**src/rtl/zorro_int_pkg.sv**
```systemverilog
// Shared constants for the Zorro interrupt controller: register offsets,
// CTRL bit positions and bus FSM encoding.
package zorro_int_pkg;

    localparam logic [27:0] OFF_STATUS = 28'h00;
    localparam logic [27:0] OFF_VECTOR = 28'h04;
    localparam logic [27:0] OFF_MASK   = 28'h08;
    localparam logic [27:0] OFF_MODE   = 28'h0C;
    localparam logic [27:0] OFF_CTRL   = 28'h10;

    localparam int CTRL_EN  = 0;
    localparam int CTRL_COR = 1;

    localparam logic [7:0] CTRL_RESET = 8'h01;
    localparam logic [7:0] DOUT_IDLE  = 8'hFF;

    typedef enum logic [1:0] {
        ST_IDLE    = 2'd0,
        ST_ACK     = 2'd1,
        ST_RELEASE = 2'd2
    } bus_state_t;

endpackage

```
**src/rtl/int_src_sync.sv**
```systemverilog
// Two-flop synchronizer for one asynchronous interrupt line, plus a
// rising-edge detector on the synchronized level.
module int_src_sync (
    input  logic clk,
    input  logic reset,
    input  logic src,
    output logic level,
    output logic rise
);

    logic meta;
    logic sync;
    logic sync_d;

    always_ff @(posedge clk) begin
        if (reset) begin
            meta   <= 1'b0;
            sync   <= 1'b0;
            sync_d <= 1'b0;
        end else begin
            meta   <= src;
            sync   <= meta;
            sync_d <= sync;
        end
    end

    assign level = sync;
    assign rise  = sync & ~sync_d;

endmodule

```
**src/rtl/zorro_int_ctrl.sv**
```systemverilog
// Zorro bus slave interrupt controller: per-source edge/level pending bits,
// mask, global enable, and a three-state acknowledge FSM for register access.
module zorro_int_ctrl
    import zorro_int_pkg::*;
#(
    parameter int          NUM_SRC   = 4,
    parameter logic [27:0] BASE_ADDR = 28'h900000,
    parameter logic [7:0]  VEC_RESET = 8'h18
) (
    input  logic               CLK,
    input  logic               RESET,
    input  logic [27:0]        ADDR,
    input  logic               READ,
    input  logic               FCS_n,
    input  logic               slave_cycle,
    input  logic               configured,
    input  logic [7:0]         DIN,
    input  logic [NUM_SRC-1:0] INT_SRC,
    output logic               int_dtack,
    output logic               INT_n,
    output logic [7:0]         DOUT,
    output bus_state_t         bus_state
);

    logic [NUM_SRC-1:0] src_level;
    logic [NUM_SRC-1:0] src_rise;
    logic [NUM_SRC-1:0] pend_q;
    logic [NUM_SRC-1:0] pending;
    logic [NUM_SRC-1:0] mask;
    logic [NUM_SRC-1:0] mode;
    logic [NUM_SRC-1:0] clr;
    logic [7:0]         vector;
    logic [7:0]         ctrl;
    logic [27:0]        offset;
    logic               mapped;
    logic               fire;
    logic [7:0]         rd_data;
    logic               unused_addr0;

    genvar g;
    generate
        for (g = 0; g < NUM_SRC; g++) begin : g_sync
            int_src_sync u_sync (
                .clk   (CLK),
                .reset (RESET),
                .src   (INT_SRC[g]),
                .level (src_level[g]),
                .rise  (src_rise[g])
            );
        end
    endgenerate

    // Level-mode bits follow the synchronized input directly, so they cannot be cleared.
    assign pending = (mode & src_level) | (~mode & pend_q);

    assign offset       = {ADDR[27:1], 1'b0} - BASE_ADDR;
    assign unused_addr0 = ADDR[0];

    always_comb begin
        mapped  = 1'b1;
        rd_data = 8'h00;
        case (offset)
            OFF_STATUS: rd_data[NUM_SRC-1:0] = pending;
            OFF_VECTOR: rd_data = vector;
            OFF_MASK:   rd_data[NUM_SRC-1:0] = mask;
            OFF_MODE:   rd_data[NUM_SRC-1:0] = mode;
            OFF_CTRL:   rd_data = ctrl;
            default: begin
                mapped  = 1'b0;
                rd_data = DOUT_IDLE;
            end
        endcase
    end

    assign fire = (bus_state == ST_IDLE) && slave_cycle && configured && !FCS_n && mapped;

    always_comb begin
        clr = '0;
        if (fire && offset == OFF_STATUS) begin
            if (READ) begin
                if (ctrl[CTRL_COR]) clr = '1;
            end else begin
                clr = DIN[NUM_SRC-1:0];
            end
        end
    end

    always_ff @(posedge CLK) begin
        if (RESET) begin
            pend_q    <= '0;
            mask      <= '0;
            mode      <= '0;
            ctrl      <= CTRL_RESET;
            vector    <= VEC_RESET;
            bus_state <= ST_IDLE;
            int_dtack <= 1'b0;
            INT_n     <= 1'b1;
            DOUT      <= DOUT_IDLE;
        end else begin
            // A new edge wins over a clear landing in the same cycle.
            pend_q <= ((pend_q & ~clr) | src_rise) & ~mode;
            INT_n  <= ~(ctrl[CTRL_EN] & (|(pending & mask)));
            case (bus_state)
                ST_IDLE: begin
                    if (fire) begin
                        bus_state <= ST_ACK;
                        int_dtack <= 1'b1;
                        DOUT      <= READ ? rd_data : DOUT_IDLE;
                        if (!READ) begin
                            case (offset)
                                OFF_VECTOR: vector <= DIN;
                                OFF_MASK:   mask   <= DIN[NUM_SRC-1:0];
                                OFF_MODE:   mode   <= DIN[NUM_SRC-1:0];
                                OFF_CTRL:   ctrl   <= DIN;
                                default:    ;
                            endcase
                        end
                    end
                end
                ST_ACK: begin
                    if (FCS_n) begin
                        bus_state <= ST_IDLE;
                        int_dtack <= 1'b0;
                        DOUT      <= DOUT_IDLE;
                    end else begin
                        bus_state <= ST_RELEASE;
                    end
                end
                ST_RELEASE: begin
                    if (FCS_n) begin
                        bus_state <= ST_IDLE;
                        int_dtack <= 1'b0;
                        DOUT      <= DOUT_IDLE;
                    end
                end
                default: begin
                    bus_state <= ST_IDLE;
                    int_dtack <= 1'b0;
                    DOUT      <= DOUT_IDLE;
                end
            endcase
        end
    end

endmodule

```
**config.mk**
```make
export PLATFORM = sky130hd
export DESIGN_NAME = zorro_int_ctrl
export DESIGN_NICKNAME = d
export VERILOG_FILES = /design/src/rtl/zorro_int_pkg.sv /design/src/rtl/int_src_sync.sv /design/src/rtl/zorro_int_ctrl.sv
export SDC_FILE = /design/constraint.sdc
export NUM_CORES = 1
export LEC_CHECK = 0
export BUFFER_PORTS_ARGS = -buffer_cell sky130_fd_sc_hd__buf_2
export CAP_MARGIN = 20
export CORE_UTILIZATION = 30
export DETAILED_ROUTE_END_ITERATION = 10
export PLACE_DENSITY_LB_ADDON = 0.2
export SYNTH_ARGS = -nofsm -noshare
export SYNTH_HDL_FRONTEND = slang
export SYNTH_SLANG_ARGS = --single-unit
```
**constraint.sdc**
```tcl
create_clock -name CLK -period 2.3 [get_ports CLK]
set_clock_uncertainty 0.15 [all_clocks]
set_input_delay 0.345 -clock CLK [delete_from_list [all_inputs] [get_ports CLK]]
set_output_delay 0.345 -clock CLK [all_outputs]
set_load 0.01 [all_outputs]
```
**Word-level counts from Yosys, hierarchy flattened**

Cells that the tools add are included.

- $add $sub $neg: 1
- Multiply operators: 0
- Div/mod/pow operators: 0
- $lt $le $gt $ge: 0
- Equal/unequal tests: 9
- Shift-type cells: 0
- Multiplexer cells: 17
- Bitwise gates (word level): 20
- Reductions and logical operators: 18

Operators with widths:

| kind | number |
|---|---|
| $eq A28 B4 Y1 const B | 2 |
| $eq A28 B3 Y1 const B | 1 |
| $eq A28 B5 Y1 const B | 1 |
| $logic_not A28 Y1 | 1 |
| $sub A28 B24 Y28 const B | 1 |
| $mux W8 | 3 |
| $and A4 B4 Y4 | 5 |
| $pmux W4 S5 | 1 |
| $pmux W8 S2 | 1 |
| $reduce_and A4 Y1 | 4 |
| $mux W4 | 3 |
| $pmux W4 S3 | 1 |
| $not A4 Y4 | 2 |
| $or A4 B4 Y4 | 2 |
| $mux W2 | 3 |
| $not A1 Y1 | 6 |
| $pmux W2 S3 | 1 |
| $and A1 B1 Y1 | 5 |
| $logic_and A1 B1 Y1 | 5 |
| $reduce_or A5 Y1 | 1 |
| $ne A2 B2 Y1 const B | 2 |
| $reduce_and A2 Y1 | 2 |
| $reduce_or A4 Y1 | 1 |
| $mux W1 | 3 |
| other kinds (8) | 8 |

- Register bits: 52
- Latch bits: 0
- Memory bits (writable): 0
- Bits in read-only memories: 0
- Input bits: 46
- Output and inout port bits: 12
- Logic and storage cells: 86
- Memories kept: 0

**Longest topological paths before layout**

- Depth after elaboration: 11
- Depth in mapped cells: 8
- Depth with buffers taken out: 7

**Modules after synthesis**

A second synthesis with hierarchy kept.

- Cell total of the unflattened synthesis: 260
- Area, all modules: 2441.1 um2

Modules (own cells, without submodules):

| module | times used | cells an instance | area each (um2) | sequential area each (um2) |
|---|---|---|---|---|
| zorro_int_ctrl | 1 | 232 | 2090.8 | 800.8 |
| int_src_sync | 4 | 7 | 87.6 | 60.1 |

**Least setup slack after synthesis**

OpenSTA, ideal clock, no wires.

- Path kind: register to register
- Start: register bus_state[1]
- End: register ctrl[7]
- Setup time: 128 ps
- Data arrival time: 1855 ps
- Required time: 2022 ps
- Slack: 168 ps
- Cell stages (with the launch flop): 8
- Buffers on the path: 1
- Clock period less this slack: 2132 ps
- Path through: dfxtp_1 inv_1 ha_1 nand4b_1 or4_1 buf_6 mux2i_1 nor2_1

- Cells in the longest elaborated chain, start to end: 6

Ends and longest elaborated chain:

| item | RTL line | text |
|---|---|---|
| from (decl) | zorro_int_ctrl.sv:22 | `output bus_state_t bus_state` |
| from (signal assigned) | zorro_int_ctrl.sv:95 | `bus_state <= ST_IDLE;` |
| from (signal assigned) | zorro_int_ctrl.sv:106 | `bus_state <= ST_ACK;` |
| from (signal assigned) | zorro_int_ctrl.sv:122 | `bus_state <= ST_IDLE;` |
| $logic_not A2 Y1 (*) | zorro_int_ctrl.sv:75, zorro_int_ctrl.sv:103 |  |
| $logic_and A1 B1 Y1 (4 in a row) | zorro_int_ctrl.sv:75 | `assign fire = (bus_state == ST_IDLE) && slave_cycle && configured && !FCS_n && mapped;` |
| $reduce_and A4 Y1 (no source line) (*) | -- |  |
| to (signal assigned) | zorro_int_ctrl.sv:93 | `ctrl <= CTRL_RESET;` |
| to (signal assigned) | zorro_int_ctrl.sv:114 | `OFF_CTRL: ctrl <= DIN;` |
| to (decl) | zorro_int_ctrl.sv:33 | `logic [7:0] ctrl;` |

Every way passes the cells marked *; elsewhere a longest branch is shown, timed or not.
A chain may end at the register's enable or synchronous reset.

**Worst setup path in the final report**

- Start: register bus_state[1]
- End: register vector[2]

- Cells in the longest elaborated chain, start to end: 6

Ends and longest elaborated chain:

| item | RTL line | text |
|---|---|---|
| $logic_not A2 Y1 (*) | zorro_int_ctrl.sv:75, zorro_int_ctrl.sv:103 |  |
| $logic_and A1 B1 Y1 (4 in a row) | zorro_int_ctrl.sv:75 |  |
| $reduce_and A4 Y1 (no source line) (*) | -- |  |
| to (signal assigned) | zorro_int_ctrl.sv:94 | `vector <= VEC_RESET;` |
| to (signal assigned) | zorro_int_ctrl.sv:111 | `OFF_VECTOR: vector <= DIN;` |
| to (decl) | zorro_int_ctrl.sv:32 | `logic [7:0] vector;` |

Marks and branches as above.

==> flow_summary.ini <==
[sta]
setup_violations = 0
finalHoldViolations = 0
setup_slack_ps = 170
fmax_mhz = 470
worst_pin_slew_ps = 496
grt_setup_unrepaired = false
min_period_ps = 2130
fin_crit_sh_pct = 92.6
slew_violations = 0
max_slew_margin_pct = 66.9

[place]
place_inst = 419
post-place-ws_ps = -33.2
gp_congestion = 0.740
portBuffers = 56
place_hpwl_um = 4260

[clock_tree]
cts-root-buf = clkbuf_8
h-tree-depth = 2
cts_tree = done
cts_hold_buf = 0
cts_max_path_buffers = 2
path_clk_slew_ps = 90
cts_buffers = 5
worstSkewPairLatency_ps = 300
cts.sinks = 52

[power_and_ir_drop]
p_leak_uw = 0.00120
cellPowerDensity_nw_per_um2 = 513
peakVddDrop_mv = 0.303
power_uw = 1560

[drt]
ant_nets = 0
num_vias = 2050
dr.pass1.iters = 4
detail_route.wl_per_cell_um = 13.3
via_per_inst = 4.81
drt_iter0_drc = 62
route.detailed.drc = 0
drt-total-wl_um = 5680

[setup_path]
r2r_setup_slack_ps = 170
worst-setup-path-type = reg -> reg
worstPathArrival_ps = 2160
cp_max_fo = 10
crit_required_ps = 2330
end_kind = flip-flop
critPathLaunchType = flip-flop

[hold_path]
hold_class = in -> reg

[yosys]
synth_top_area_cell = dfxtp_1
yosysSeqAreaShare_pct = 42.2
synth_top_area_share_pct = 42.2
synthesis.area_um2 = 2470
synthTopCellsByArea = dfxtp_1, mux2i_1, nor2_1, nor2b_1, nor4_4
synth_ff_type = dfxtp_1
ys_types = 40
postSynthAreaPerCell_um2 = 9.68
ys_async_sr_fraction_pct = 0
syn_inst = 255
yosys_warnings = 0
synth-seq-cells = 52
syn_nets = 305
synth-edff-count = 0

[layout]
area_growth_pct = 23.2
fin_cells = 426
n_antenna_cell = 0
num-fill-cells = 804
final_core_utilization_pct = 38.7
final_nets = 374
drive_gt1_share_pct = 29.6

[grt]
grt_max_degree = 48
grt_pass1_wl_um = 9340
antenna_found_initial = 0
grt_overflow = 0
grt_pass1_vias = 1926
grt_use_total_pct = 13.9

[floorplan]
pin_count = 58
start_util_pct = 31.4
fp.dieH_um = 92.7
core_um2 = 7850
floorplan.die_area_um2 = 8590
row_count = 32
die_w_um = 92.7

[run]
timing.max_cap.violations = 0

[run_status]
status = complete, no violations
## state kept, by name, summed over array words and instances (netlist names)
register / flops
g_sync.u_sync.sync_d: 4
bus_state: 2
DOUT: 8
g_sync.u_sync.level: 4
g_sync.u_sync.meta: 4
mask: 4
vector: 8
int_dtack: 1
ctrl: 8
mode: 4
pend_q: 4
INT_n: 1
## metal layers
| metal | routed length [um] | global-route usage, % |
|---|---|---|
| met1 | 2740 | 17.9 |
| met2 | 2550 | 22.8 |
| met3 | 305 | 2.96 |
| met4 | 92 | 5.13 |
| met5 | 0 | 0 |
## cell usage after synthesis, drive strengths merged (3+ instances only)
library cell	count
buf	3
clkbuf	8
ha	4
nand2	13
mux2	4
inv	5
dfxtp	52
nor3b	3
o22a	9
mux2i	31
nor4	11
a21oi	6
o21ai	9
nand2b	5
nor3	9
nor2b	20
a22oi	4
nor2	35
## final timing paths
kind / from / to / depth (start not counted)
setup / recovery: bus_state[1]$_SDFFE_PP0P_ / vector[2]$_SDFFE_PP0P_ / 8
hold / removal: INT_SRC[2] / g_sync[2].u_sync.meta$_SDFF_PP0_ / 2
setup reg to reg: bus_state[1]$_SDFFE_PP0P_ / vector[2]$_SDFFE_PP0P_ / 8
hold reg to reg: g_sync[3].u_sync.meta$_SDFF_PP0_ / g_sync[3].u_sync.level$_SDFF_PP0_ / 1
## layout by cell type (no fill, tap or decap), types with 2 or more instances in the layout
master and count:
a21oi_1 6, a221o_1 2, a22oi_1 4, and2_1 2, and4b_1 2, buf_2 56, buf_4 17, clkbuf_8 5
dfxtp_1 52, ha_1 3, inv_1 5, mux2_2 4, mux2i_1 31, nand2_1 13, nand2b_1 5, nand3b_1 2
nor2_1 35, nor2b_1 20, nor3_1 8, nor3b_1 3, nor4_1 4, nor4_2 2, nor4_4 5, o21ai_0 9
o22a_1 8, o2bb2ai_1 2, or3_1 2
## per-stage QoR
| step | cell area [um^2] | hold slack (ps) | setup TNS (ps) |
|---|---|---|---|
| 3_3_place_gp | 2950 | 269 | -12.3 |
| 3_5_place_dp | 2950 | 270 | -126 |
| 5_1_grt | 3040 | 90.5 | 0 |
| 4_1_cts | 3030 | 85.4 | 0 |
| 2_1_floorplan | 2470 | 264 | 0 |
| 6_report | 3040 | 97.7 | 0 |
## cell type report
cell class	count	area [um^2]	share of cell area, %
clock buffers	5	68.8	2.26
inverters	5	18.8	0.617
clock inverters	2	12.5	0.412
flip-flops and latches	52	1040	34.2
repair buffers	73	408	13.4
multi-input cells	187	1360	44.9
well taps	102	128	4.20
## repair_timing
item | CTS | global route
endpoints found under the setup margin | 0 | 8
resized for setup | 0 | 2
setup buffers | 0 | 0
## kinds of logic after synthesis
family / Yosys count / synth area share [%]
adders and majority gates: 4 / 2.03
and+or+nand+nor: 111 / 27.6
muxes: 35 / 14.4
AOI/OAI and AO/OA: 36 / 10.3
buffers and inverters: 16 / 3.09
DFF: 52 / 42.2
xor gates and xnor gates: 1 / 0.355
## worst max-delay path, stage by stage, from the launching register on
cell and delay (ps):
dfxtp_1 360, inv_1 90, ha_2 240, nand4b_1 160, buf_4 200, nor4_2 270
buf_4 260, mux2i_1 230, nor2_1 60
## power breakdown
part	total, uW	internal, uW	leakage (uW)	switching (uW)
logic	146	66.5	0.000743	80.0
clock network	498	207	0.0000400	291
registers	916	912	0.000422	4.39
Power figures use the tool's default switching activity.
